==> src/rtl/store_data_packer_if.sv <==
// Store-path bundle between the pipeline EX/MEM stage, the store data packer
// and the data-memory write port. The packer uses the slave modport.
interface store_data_packer_if;
    logic        st_valid;
    logic        st_ready;
    logic [31:0] st_addr;
    logic [31:0] st_data;
    logic [1:0]  st_size;
    logic        mem_req;
    logic [31:0] mem_addr;
    logic [31:0] mem_wdata;
    logic [3:0]  mem_be;
    logic        mem_ack;
    logic        st_done;
    logic        st_misalign;
    logic        st_timeout;

    modport master (
        output st_valid, st_addr, st_data, st_size, mem_ack,
        input  st_ready, mem_req, mem_addr, mem_wdata, mem_be,
               st_done, st_misalign, st_timeout
    );

    modport slave (
        input  st_valid, st_addr, st_data, st_size, mem_ack,
        output st_ready, mem_req, mem_addr, mem_wdata, mem_be,
               st_done, st_misalign, st_timeout
    );
endinterface

==> src/rtl/store_data_packer.sv <==
// Steers a register value into its byte/halfword/word lane of a data-memory word and runs
// a req/ack write. Define STORE_TIMEOUT_EN to abandon writes after TIMEOUT_CYCLES cycles.
module store_data_packer #(
    parameter int unsigned TIMEOUT_CYCLES = 16,
    parameter int unsigned CNT_W          = 5
) (
    input  logic               clk,
    input  logic               rst_n,
    store_data_packer_if.slave bus
);

    typedef enum logic {
        IDLE = 1'b0,
        REQ  = 1'b1
    } state_t;

    localparam logic [1:0] SIZE_BYTE = 2'b00;
    localparam logic [1:0] SIZE_HALF = 2'b01;
    localparam logic [1:0] SIZE_WORD = 2'b10;

    if (TIMEOUT_CYCLES == 0 || TIMEOUT_CYCLES > (2 ** CNT_W) - 1) begin : g_bad_cnt_w
        $error("CNT_W is too narrow to count to TIMEOUT_CYCLES");
    end

    state_t      state_q, state_d;
    logic [31:0] addr_q, addr_d;
    logic [31:0] wdata_q, wdata_d;
    logic [3:0]  be_q, be_d;
    logic        done_q, done_d;
    logic        misalign_q, misalign_d;
    logic        accept;
    logic        lane_ok;
    logic [31:0] lane_wdata;
    logic [3:0]  lane_be;
`ifdef STORE_TIMEOUT_EN
    logic [CNT_W-1:0] cnt_q, cnt_d, cnt_inc;
    logic             timeout_q, timeout_d;
`endif

    // A pending done/misalign pulse holds off the next request for that one cycle.
    assign bus.st_ready = rst_n && (state_q == IDLE) && !done_q && !misalign_q;
    assign accept       = bus.st_valid && bus.st_ready;

    // Little-endian lane steering; narrow data is replicated so any lane sees it.
    always_comb begin
        // NOTE: every output gets a default before the case, so no path can infer a latch.
        lane_ok    = 1'b1;
        lane_wdata = bus.st_data;
        lane_be    = 4'b0000;
        case (bus.st_size)
            SIZE_BYTE: begin
                lane_wdata = {4{bus.st_data[7:0]}};
                lane_be    = 4'b0001 << bus.st_addr[1:0];
            end
            SIZE_HALF: begin
                lane_ok    = !bus.st_addr[0];
                lane_wdata = {2{bus.st_data[15:0]}};
                lane_be    = bus.st_addr[1] ? 4'b1100 : 4'b0011;
            end
            SIZE_WORD: begin
                lane_ok    = (bus.st_addr[1:0] == 2'b00);
                lane_be    = 4'b1111;
            end
            default: begin
                lane_ok    = 1'b0;
            end
        endcase
    end

`ifdef STORE_TIMEOUT_EN
    assign cnt_inc = cnt_q + CNT_W'(1);
`endif

    always_comb begin
        state_d    = state_q;
        addr_d     = addr_q;
        wdata_d    = wdata_q;
        be_d       = be_q;
        done_d     = 1'b0;
        misalign_d = 1'b0;
`ifdef STORE_TIMEOUT_EN
        cnt_d      = cnt_q;
        timeout_d  = 1'b0;
`endif
        case (state_q)
            IDLE: begin
                if (accept) begin
                    if (lane_ok) begin
                        state_d = REQ;
                        addr_d  = {bus.st_addr[31:2], 2'b00};
                        wdata_d = lane_wdata;
                        be_d    = lane_be;
`ifdef STORE_TIMEOUT_EN
                        cnt_d   = '0;
`endif
                    end else begin
                        misalign_d = 1'b1;
                    end
                end
            end
            REQ: begin
                // An ack on the cycle the limit is reached still completes the store.
                if (bus.mem_ack) begin
                    state_d = IDLE;
                    be_d    = 4'b0000;
                    done_d  = 1'b1;
                end
`ifdef STORE_TIMEOUT_EN
                else begin
                    cnt_d = cnt_inc;
                    if (cnt_inc == CNT_W'(TIMEOUT_CYCLES)) begin
                        state_d   = IDLE;
                        be_d      = 4'b0000;
                        timeout_d = 1'b1;
                    end
                end
`endif
            end
            default: begin
                state_d = IDLE;
            end
        endcase
    end

    always_ff @(posedge clk or negedge rst_n) begin
        if (!rst_n) begin
            state_q    <= IDLE;
            addr_q     <= '0;
            wdata_q    <= '0;
            be_q       <= '0;
            done_q     <= 1'b0;
            misalign_q <= 1'b0;
`ifdef STORE_TIMEOUT_EN
            cnt_q      <= '0;
            timeout_q  <= 1'b0;
`endif
        end else begin
            // NOTE: non-blocking assignments so every register samples pre-edge values.
            state_q    <= state_d;
            addr_q     <= addr_d;
            wdata_q    <= wdata_d;
            be_q       <= be_d;
            done_q     <= done_d;
            misalign_q <= misalign_d;
`ifdef STORE_TIMEOUT_EN
            cnt_q      <= cnt_d;
            timeout_q  <= timeout_d;
`endif
        end
    end

    assign bus.mem_req     = (state_q == REQ);
    assign bus.mem_addr    = addr_q;
    assign bus.mem_wdata   = wdata_q;
    assign bus.mem_be      = be_q;
    assign bus.st_done     = done_q;
    assign bus.st_misalign = misalign_q;
`ifdef STORE_TIMEOUT_EN
    assign bus.st_timeout  = timeout_q;
`else
    assign bus.st_timeout  = 1'b0;
`endif

    a_one_pulse: assert property (@(posedge clk) disable iff (!rst_n)
        $onehot0({done_q, misalign_q, bus.st_timeout}));
    a_req_has_be: assert property (@(posedge clk) disable iff (!rst_n)
        bus.mem_req |-> (be_q != 4'b0000));
    a_ready_idle: assert property (@(posedge clk) disable iff (!rst_n)
        bus.st_ready |-> !bus.mem_req);

endmodule

==> src/flat_wrapper.sv <==
// flat-port wrapper written by rule: the top's interface ports become plain ports
module store_data_packer_flat 
#(
    parameter int unsigned TIMEOUT_CYCLES = 16,
    parameter int unsigned CNT_W          = 5
)
  (clk, rst_n, bus_st_valid, bus_st_addr, bus_st_data, bus_st_size, bus_mem_ack, bus_st_ready, bus_mem_req, bus_mem_addr, bus_mem_wdata, bus_mem_be, bus_st_done, bus_st_misalign, bus_st_timeout);
  store_data_packer_if bus_i ();
  input  logic clk;
  input  logic rst_n;
  input wire logic [$bits(bus_i.st_valid)-1:0] bus_st_valid;
  input wire logic [$bits(bus_i.st_addr)-1:0] bus_st_addr;
  input wire logic [$bits(bus_i.st_data)-1:0] bus_st_data;
  input wire logic [$bits(bus_i.st_size)-1:0] bus_st_size;
  input wire logic [$bits(bus_i.mem_ack)-1:0] bus_mem_ack;
  output wire logic [$bits(bus_i.st_ready)-1:0] bus_st_ready;
  output wire logic [$bits(bus_i.mem_req)-1:0] bus_mem_req;
  output wire logic [$bits(bus_i.mem_addr)-1:0] bus_mem_addr;
  output wire logic [$bits(bus_i.mem_wdata)-1:0] bus_mem_wdata;
  output wire logic [$bits(bus_i.mem_be)-1:0] bus_mem_be;
  output wire logic [$bits(bus_i.st_done)-1:0] bus_st_done;
  output wire logic [$bits(bus_i.st_misalign)-1:0] bus_st_misalign;
  output wire logic [$bits(bus_i.st_timeout)-1:0] bus_st_timeout;
  assign bus_i.st_valid = bus_st_valid;
  assign bus_i.st_addr = bus_st_addr;
  assign bus_i.st_data = bus_st_data;
  assign bus_i.st_size = bus_st_size;
  assign bus_i.mem_ack = bus_mem_ack;
  assign bus_st_ready = bus_i.st_ready;
  assign bus_mem_req = bus_i.mem_req;
  assign bus_mem_addr = bus_i.mem_addr;
  assign bus_mem_wdata = bus_i.mem_wdata;
  assign bus_mem_be = bus_i.mem_be;
  assign bus_st_done = bus_i.st_done;
  assign bus_st_misalign = bus_i.st_misalign;
  assign bus_st_timeout = bus_i.st_timeout;
  store_data_packer #(.TIMEOUT_CYCLES(TIMEOUT_CYCLES), .CNT_W(CNT_W)) u_core (.clk(clk), .rst_n(rst_n), .bus(bus_i));
endmodule
==> config.mk <==
export PLATFORM = sky130hd
export DESIGN_NAME = store_data_packer_flat
export DESIGN_NICKNAME = d
export VERILOG_FILES = /design/src/rtl/store_data_packer_if.sv /design/src/rtl/store_data_packer.sv /design/src/flat_wrapper.sv
export SDC_FILE = /design/constraint.sdc
export NUM_CORES = 1
export LEC_CHECK = 0
export CELL_PAD_IN_SITES_DETAIL_PLACEMENT = 1
export CELL_PAD_IN_SITES_GLOBAL_PLACEMENT = 2
export CORE_ASPECT_RATIO = 0.5
export CORE_MARGIN = 5
export CORE_UTILIZATION = 27
export CTS_CLUSTER_DIAMETER = 200
export DETAILED_ROUTE_END_ITERATION = 16
export PLACE_DENSITY = 0.89
export SYNTH_ARGS = -nofsm -noshare
export SYNTH_HDL_FRONTEND = slang
export SYNTH_SLANG_ARGS = --single-unit
==> constraint.sdc <==
create_clock -name clk -period 4.9 [get_ports clk]
set_input_delay 0.98 -clock clk [delete_from_list [all_inputs] [get_ports clk]]
set_output_delay 0.98 -clock clk [all_outputs]
set_load 0.02 [all_outputs]
==> impl_metrics.tcl, run 1 <==
set metrics [dict create \
    synth_area_per_cell_sq_um 12.4 \
    drc 0 \
    ys_seq_elements 69 \
    worstHoldStart "u_core.bus.mem_wdata[29]" \
    dieHeight_um 84.8 \
    skew_ps 5.64 \
    cp.depth 3 \
    overflow 0 \
    crit_chain "buf_4 > nor4b_4 > clkdlybuf4s50_1" \
    core_area_sq_um 11000 \
    fin_setup_tns_ps 0 \
    finalMaxSlewViolations 0 \
    cp-start-kind "input port" \
    min_period_ps 3020 \
    synth-edff-count 0 \
    async_flop_share_pct 100 \
    clkSinkCount 69 \
    synth-simple-area-share_pct 6.83 \
    dp_hpwl_um 6590 \
    post_cts_buffers 0 \
    antenna_cells 0 \
    final_nets 453 \
    p_switching_mw 0.738 \
    synth.yosys.seq_area_share_pct 57.1 \
    cts_max_path_buffers 2 \
    crit_family "buffers and inverters" \
    dr.pass1.iters 4 \
    rsz0062_at_grt "no" \
    muxShareOfSynthArea_pct 23.7 \
    clockPowerShare_pct 27.5 \
    htreeDepth 3 \
    die_w_um 160 \
    yosysTopAreaCellShare_pct 57.1 \
    r2r-start "u_core.bus.mem_req" \
    grt_pass1_wl_um 14300 \
    synth_cell_types 22 \
    end_kind "output port" \
    ctsHoldBuffers 0 \
    p_int_mw 1.60 \
    reg2reg_slack_ps 3200 \
    p_leak_nw 2.12 \
    yosysMostFrequentCell "dfrtp_1" \
    r2r-end "u_core.bus.mem_addr[28]" \
    grt_max_degree 76 \
    wirelength_um 8920 \
    worst_pin_slew_ps 903 \
    start_util_pct 27.5 \
    synth_fa_ha_area_share_pct 0 \
    synth_common_cells "dfrtp_1 (69), o21ai_0 (33), nand2_1 (26)" \
    design_area_sq_um 4830 \
    placed_area_sq_um 4540 \
    endpoint "bus_st_ready" \
    clkSlewWorstSetupHoldPaths_ps 60 \
    synth_compound_area_share_pct 8.24 \
    cp.arrival_ps 2040 \
    fmax_ghz 0.331 \
    p_per_area_nw_per_um2 484 \
    synth_top_cell_by_area "dfrtp_1" \
    max_cap_violations 0 \
    p_comb_share_pct 37.1 \
    gp_congestion 0.688 \
    synthXorXnorAreaFrac_pct 0 \
    finalCritPeriodShare_pct 61.6 \
    peakVddDrop_mv 0.175 \
    cp_slowest_cell "clkdlybuf4s50_1" \
    die_area_sq_um 13500 \
    final_hold_viol_count 0 \
    tritoncts "yes" \
    viasPerCell 4.40 \
    yosysWarnings 0 \
    crit_fanout 3 \
    critPathRequiredTime_ps 3920 \
    pin_count 143 \
    syn2layout_area_growth_pct 60.0 \
    syn-cell-area_sq_um 3020 \
    setup_violations 0 \
    slew_headroom_pct 39.8 \
    crit_path_max_incr_delay_ps 670 \
    synth_top_family_by_area "multiplexers" \
    cts_resized 0 \
    grt_pass1_vias 2595 \
    yosys-top-cells-area "dfrtp_1 (57%), mux2_2 (9.3%), mux2i_1 (8.0%)" \
    vias 2346 \
    rr_worst_depth 4 \
    root_buffer "clkbuf_16" \
    drt_first_iter_violations 67 \
    netlist_instances 244 \
    crit_buf_inv 2 \
    clk_latency_ps 330 \
    hold_path_class "flip-flop to flip-flop" \
    track_usage_pct 13.6 \
    crit_start "rst_n" \
    synthFlopType "dfrtp_1" \
    wl_per_cell_um 16.7 \
    seq_power_share_pct 35.4 \
    status "completed" \
    port_buffers 139 \
    drive_gt1_share_pct 16.2 \
    ant_nets 0 \
    setup.worst_path.class "input port to output port" \
    switching_share_pct 31.5 \
    antenna_found_initial 0 \
    row_count 27 \
    cts_buffers 9 \
]
==> cell families (layout without fill, tap and decap cells) <==
logic type | after synthesis | after routing
flops | 69 | 69
buf+inv | 21 | 163
mux | 62 | 62
simple gates | 45 | 45
compound gates | 46 | 46
other cells | 1 | 3
==> metrics by stage <==
step	power [mW]	hold WS [ps]	cells	utilization (%)	setup slack, ps
detailed placement	1.72	472	517	41.4	1770
CTS	2.38	485	533	44.0	1870
global placement	1.70	462	517	41.4	1810
floorplan	1.24	582	246	-	2530
global route	2.47	514	533	44.0	1850
finish	2.34	479	533	44.0	1880
==> power by group through the flow <==
stage | Sequential [mW] | Combinational [mW] | Clock, mW
final | 0.830 | 0.868 | 0.643
after global routing | 0.853 | 0.924 | 0.693
after CTS | 0.833 | 0.887 | 0.663
after detailed placement | 0.838 | 0.885 | 0
after global placement | 0.832 | 0.868 | 0
after floorplan | 1.04 | 0.201 | 0
==> placed cells by master (no fill, tap or decap) <==
cell	n
a21boi_0	1
a21oi_1	11
buf_12	1
buf_4	5
bufinv_16	1
clkbuf_1	1
clkbuf_16	9
clkbuf_8	1
clkdlybuf4s50_1	138
clkinv_2	4
conb_1	3
dfrtp_1	69
inv_1	3
mux2_2	25
mux2_4	13
mux2i_1	24
nand2_1	26
nand3_1	4
nor2_1	10
nor2_2	1
nor2b_1	1
nor3_1	1
nor3_2	1
nor4b_4	1
o211ai_4	1
o21ai_0	33
==> state kept, by name (all words and copies together), names as in the netlist <==
register	flops
u_core.bus.mem_be	4
u_core.bus.st_misalign	1
u_core.bus.mem_req	1
u_core.bus.st_done	1
u_core.bus.mem_addr	30
u_core.bus.mem_wdata	32
==> per-layer routing <==
layer	vias up	GRT usage [%]	share of wire [%]
met1	1180	15.0	41
met4	0	3.31	0.74
li1	1112	-	-
met5	-	0	0
met2	48	24.9	53
met3	6	5.00	4.7
==> worst min-delay path, stage by stage (launching register included) <==
cell and delay (ps):
dfrtp_1 330, nand2_1 50, o21ai_0 60
==> layout make-up <==
| class | count | area [sq um] |
|---|---|---|
| fillers | 1163 | 6140 |
| multi-input cells | 156 | 1180 |
| well taps | 145 | 181 |
| clock inverters | 5 | 50.0 |
| clock buffers | 11 | 243 |
| flip-flops and latches | 69 | 1730 |
| inverters | 3 | 11.3 |
| repair buffers | 144 | 1440 |
==> how the worst min path moves through the flow <==
stage | depth (start not counted) | end
2_1_floorplan | 2 | u_core.bus.mem_wdata[22]
3_3_place_gp | 2 | u_core.bus.mem_wdata[30]
6_report | 2 | u_core.bus.mem_wdata[29]
4_1_cts | 2 | u_core.bus.mem_wdata[22]
3_5_place_dp | 2 | u_core.bus.mem_wdata[29]
5_1_grt | 2 | u_core.bus.mem_wdata[29]
No activity file was read; power rests on OpenSTA's default activity.
==> run 2: changes to the inputs <==
- CORE_UTILIZATION: 27 -> 22
- PLACE_DENSITY: 0.89 -> 0.78
- clock period: 4.9 -> 2.5 ns (I/O delays scaled with it)
==> run 2 against run 1 <==
Net effect: global-route usage decreased by 2.5 points; sequential power increased by 95%; final cell count increased by 6.2%; sequential share of layout area decreased by 0.47 points; design area increased by 1.3%; largest cell class unchanged.
==> impl_metrics.tcl, run 2 (synthesis results as in run 1) <==
set metrics [dict create \
    p_per_area_nw_per_um2 930 \
    hold_slack_ps 416 \
    antenna_cells 0 \
    final_cell_mix "clkdlybuf4s50_1 (138), dfrtp_1 (69), o21ai_0 (33), nand2_1 (26), mux2_2 (25)" \
    grt_pass1_wl_um 14200 \
    fin_util_pct 36.3 \
    clkSinkCount 69 \
    clk_latency_ps 330 \
    track_usage_pct 11.1 \
    worst_pin_slew_ps 931 \
    pin_count 143 \
    final_nets 455 \
    clkSlewWorstSetupHoldPaths_ps 50 \
    skew_ps 4.55 \
    slew_headroom_pct 37.9 \
    finalCritPeriodShare_pct 93.2 \
    end_kind "output port" \
    dr.pass1.iters 2 \
    grt_max_degree 70 \
    critPathRequiredTime_ps 2000 \
    core_area_sq_um 13500 \
    htreeDepth 3 \
    power_mw 4.56 \
    drt_first_iter_violations 37 \
    drc 0 \
    cp.arrival_ps 1830 \
    min_period_ps 2330 \
    row_count 30 \
    root_buffer "clkbuf_16" \
    largest_register_ff_count 32 \
    die_w_um 176 \
    status "completed" \
    tritoncts "yes" \
    dp_hpwl_um 6510 \
    final_hold_viol_count 0 \
    hold_path_class "input port to async pin" \
    fmax_ghz 0.429 \
    setup.worst_path.class "flip-flop to output port" \
    max_cap_violations 0 \
    cts_max_path_buffers 2 \
    cts_resized 0 \
    die_area_sq_um 16300 \
    gp_congestion 0.675 \
    wl_per_cell_um 15.5 \
    port_buffers 139 \
    cp-start-kind "flip-flop" \
    wirelength_um 8800 \
    p_leak_nw 2.13 \
    post_cts_buffers 0 \
    rsz0062_at_grt "no" \
    setup_violations 0 \
    dieHeight_um 92.9 \
    ctsHoldBuffers 0 \
    crit_fanout 5 \
    cts_buffers 9 \
    layout_commonest_cell "clkdlybuf4s50_1" \
    vias 2304 \
    drive_gt1_share_pct 16.2 \
    syn2layout_area_growth_pct 62.2 \
    viasPerCell 4.07 \
    fin_setup_tns_ps 0 \
    ant_nets 0 \
    grt_pass1_vias 2542 \
    finalMaxSlewViolations 0 \
    peakVddDrop_mv 0.337 \
    antenna_found_initial 0 \
    fill_cells 1480 \
    overflow 0 \
    start_util_pct 22.4 \
]
## run 2: changes by cell type in the layout (fill, tap and decap cells not counted), sizes merged
cell / before / now
bufinv: 1 / 0
buf: 6 / 8
clkbuf: 11 / 16
clkinv: 4 / 0
## run 2: metrics by stage
step                setup slack [ps]  std cells  area, sq um
floorplan                        593        246         3030
global placement                 210        550         4610
detailed placement               178        550         4610
CTS                              136        566         4900
global route                    75.2        566         4900
finish                           171        566         4900
## run 2: cell type report
class | instances | area (sq um) | area share (%)
flip-flops and latches | 69 | 1730 | 35.2
repair buffers | 146 | 1470 | 29.9
multi-input cells | 156 | 1180 | 24.2
clock buffers | 16 | 292 | 5.95
well taps | 176 | 220 | 4.49
inverters | 3 | 11.3 | 0.230
## run 2: per-layer routing
metal | vias to the layer above | routed length [um] | global-route usage, %
met5 | - | 0 | 0
met3 | 9 | 409 | 3.63
met1 | 1119 | 3580 | 12.8
met2 | 57 | 4750 | 20.2
li1 | 1119 | - | -
met4 | 0 | 59 | 2.33
## run 2: worst max-delay path: stages, from the launching register on
cell and delay, ps:
dfrtp_1 430, nor4b_4 390, clkdlybuf4s50_1 680
## run 2: path summary, 6_finish.rpt
path | from | endpoint | slack, ps | depth (start not counted)
min reg2reg | u_core.bus.mem_wdata[13] | u_core.bus.mem_wdata[13] | 480 | 2
max | u_core.bus.mem_req | bus_st_ready | 170 | 2
max reg2reg | u_core.bus.mem_req | u_core.bus.mem_wdata[31] | 830 | 6
min | rst_n | u_core.bus.mem_wdata[29] | 420 | 2
min in group clk | u_core.bus.mem_wdata[13] | u_core.bus.mem_wdata[13] | 480 | 2
max in group asynchronous | rst_n | u_core.bus.mem_wdata[22] | 1460 | 2
## run 2: report_power, final
part | leakage (nW) | total [mW] | switching, mW | internal [mW]
Combinational | 1.14 | 1.70 | 0.790 | 0.909
Sequential | 0.848 | 1.62 | 0.172 | 1.44
Clock | 0.143 | 1.24 | 0.460 | 0.782
Total | 2.13 | 4.56 | 1.42 | 3.14
==> run 3: changes to the inputs <==
- MAX_ROUTING_LAYER: unset -> met4
==> run 3 against run 2 <==
Net effect: flip-flop and latch count is the same; hold slack improved by 5.5 ps; first-iteration DRC count rose by 30%; design area unchanged; maximum frequency about the same; register-to-register slack is essentially flat; die area is the same; critical path depth unchanged; power about the same; via count grew 0.74%.
==> impl_metrics.tcl, run 3 (synthesis results as in run 1) <==
set metrics [dict create \
    drt_first_iter_violations 48 \
    post_cts_buffers 0 \
    dp.cells 550 \
    grt_pass1_vias 2548 \
    finalMaxSlewViolations 0 \
    min_period_ps 2330 \
    placed_area_sq_um 4610 \
    setup_violations 0 \
    seq_area_sq_um 1730 \
    highest_layer "met4" \
    tritoncts "yes" \
    design_area_sq_um 4900 \
    fin_setup_tns_ps 0 \
    max_cap_violations 0 \
    die_area_sq_um 16300 \
    crit_fanout 5 \
    row_count 30 \
    gp_congestion 0.681 \
    hold_path_class "input port to async pin" \
    drt-met1-wl_um 3620 \
    fmax_ghz 0.429 \
    clkSlewWorstSetupHoldPaths_ps 50 \
    multiInputGateArea_sq_um 1180 \
    largest_register_ff_count 32 \
    cp_slowest_cell "clkdlybuf4s50_1" \
    start_util_pct 22.4 \
    worst_pin_slew_ps 932 \
    overflow 0 \
    crit_path_max_incr_delay_ps 680 \
    hold_slack_ps 421 \
    fin_cells 566 \
    pin_count 143 \
    cts_max_path_buffers 2 \
    antenna_found_initial 0 \
    status "completed" \
    viasPerCell 4.10 \
    final_cell_mix "clkdlybuf4s50_1 (138), dfrtp_1 (69), o21ai_0 (33), nand2_1 (26), mux2_2 (25)" \
    core_area_sq_um 13500 \
    final_hold_viol_count 0 \
    peakVddDrop_mv 0.337 \
    wirelength_um 8820 \
    skew_ps 3.23 \
    layout_commonest_cell "clkdlybuf4s50_1" \
    cts_buffers 9 \
    drive_gt1_share_pct 16.2 \
    port_buffers 139 \
    fill_cells 1480 \
    dieHeight_um 92.9 \
    p_leak_nw 2.13 \
    dr.pass1.iters 2 \
    ant_nets 0 \
    root_buffer "clkbuf_16" \
    end_kind "output port" \
    die_w_um 176 \
    slew_headroom_pct 37.9 \
    wl_met3_um 363 \
    setup.worst_path.class "flip-flop to output port" \
    crit_chain "nor4b_4 > clkdlybuf4s50_1" \
    crit_buf_inv 1 \
    htreeDepth 3 \
    final_nets 455 \
    clkSinkCount 69 \
    antenna_cells 0 \
    syn2layout_area_growth_pct 62.2 \
    cts_resized 0 \
    finalCritPeriodShare_pct 93.2 \
    wl_per_cell_um 15.6 \
    cp-start-kind "flip-flop" \
    cp.arrival_ps 1830 \
    grt_pass1_wl_um 14200 \
    crit_family "buffers and inverters" \
    dr_wl_met2_um 4750 \
    vias 2321 \
    grt_max_degree 70 \
    p_per_area_nw_per_um2 930 \
    track_usage_pct 11.4 \
    dp_hpwl_um 6510 \
    critPathRequiredTime_ps 2000 \
    drc 0 \
    clk_latency_ps 330 \
    rsz0062_at_grt "no" \
    ctsHoldBuffers 0 \
]
-- run 3: area by class of cell --
| class | count | area share [%] |
|---|---|---|
| clock buffer | 16 | 5.95 |
| sequential | 69 | 35.2 |
| timing repair buffer | 146 | 29.9 |
| inverter | 3 | 0.230 |
| tap | 176 | 4.49 |
| multi-input combinational | 156 | 24.2 |
-- run 3: final timing paths --
check                                         startpoint                       end  slack (ps)  cells past startpoint
worst max-delay path                  u_core.bus.mem_req              bus_st_ready         170                      2
worst min-delay path                               rst_n  u_core.bus.mem_wdata[29]         420                      2
worst max register to register        u_core.bus.mem_req  u_core.bus.mem_wdata[31]         830                      6
worst min register to register  u_core.bus.mem_wdata[13]  u_core.bus.mem_wdata[13]         480                      2
max in group asynchronous                          rst_n   u_core.bus.mem_wdata[7]        1460                      2
min in group clk                u_core.bus.mem_wdata[13]  u_core.bus.mem_wdata[13]         480                      2
-- run 3: stage by stage --
stage,power (mW),worst slack [ps],util [%]
6_report,4.56,169,36.3
5_1_grt,4.82,75.2,36.3
4_1_cts,4.66,136,36.3
3_5_place_dp,3.37,178,34.1
3_3_place_gp,3.34,210,34.1
2_1_floorplan,2.43,593,-
-- run 3: where the power goes --
part | total (mW) | switching [mW] | internal (mW)
Clock | 1.24 | 0.459 | 0.782
Combinational | 1.70 | 0.791 | 0.909
Sequential | 1.62 | 0.172 | 1.44
-- run 3: routing by layer --
metal | global-route usage, % | vias to the layer above
met1 | 12.9 | 1132
met2 | 20.2 | 58
li1 | - | 1119
met3 | 3.26 | 12
met5 | - | -
met4 | 2.53 | 0
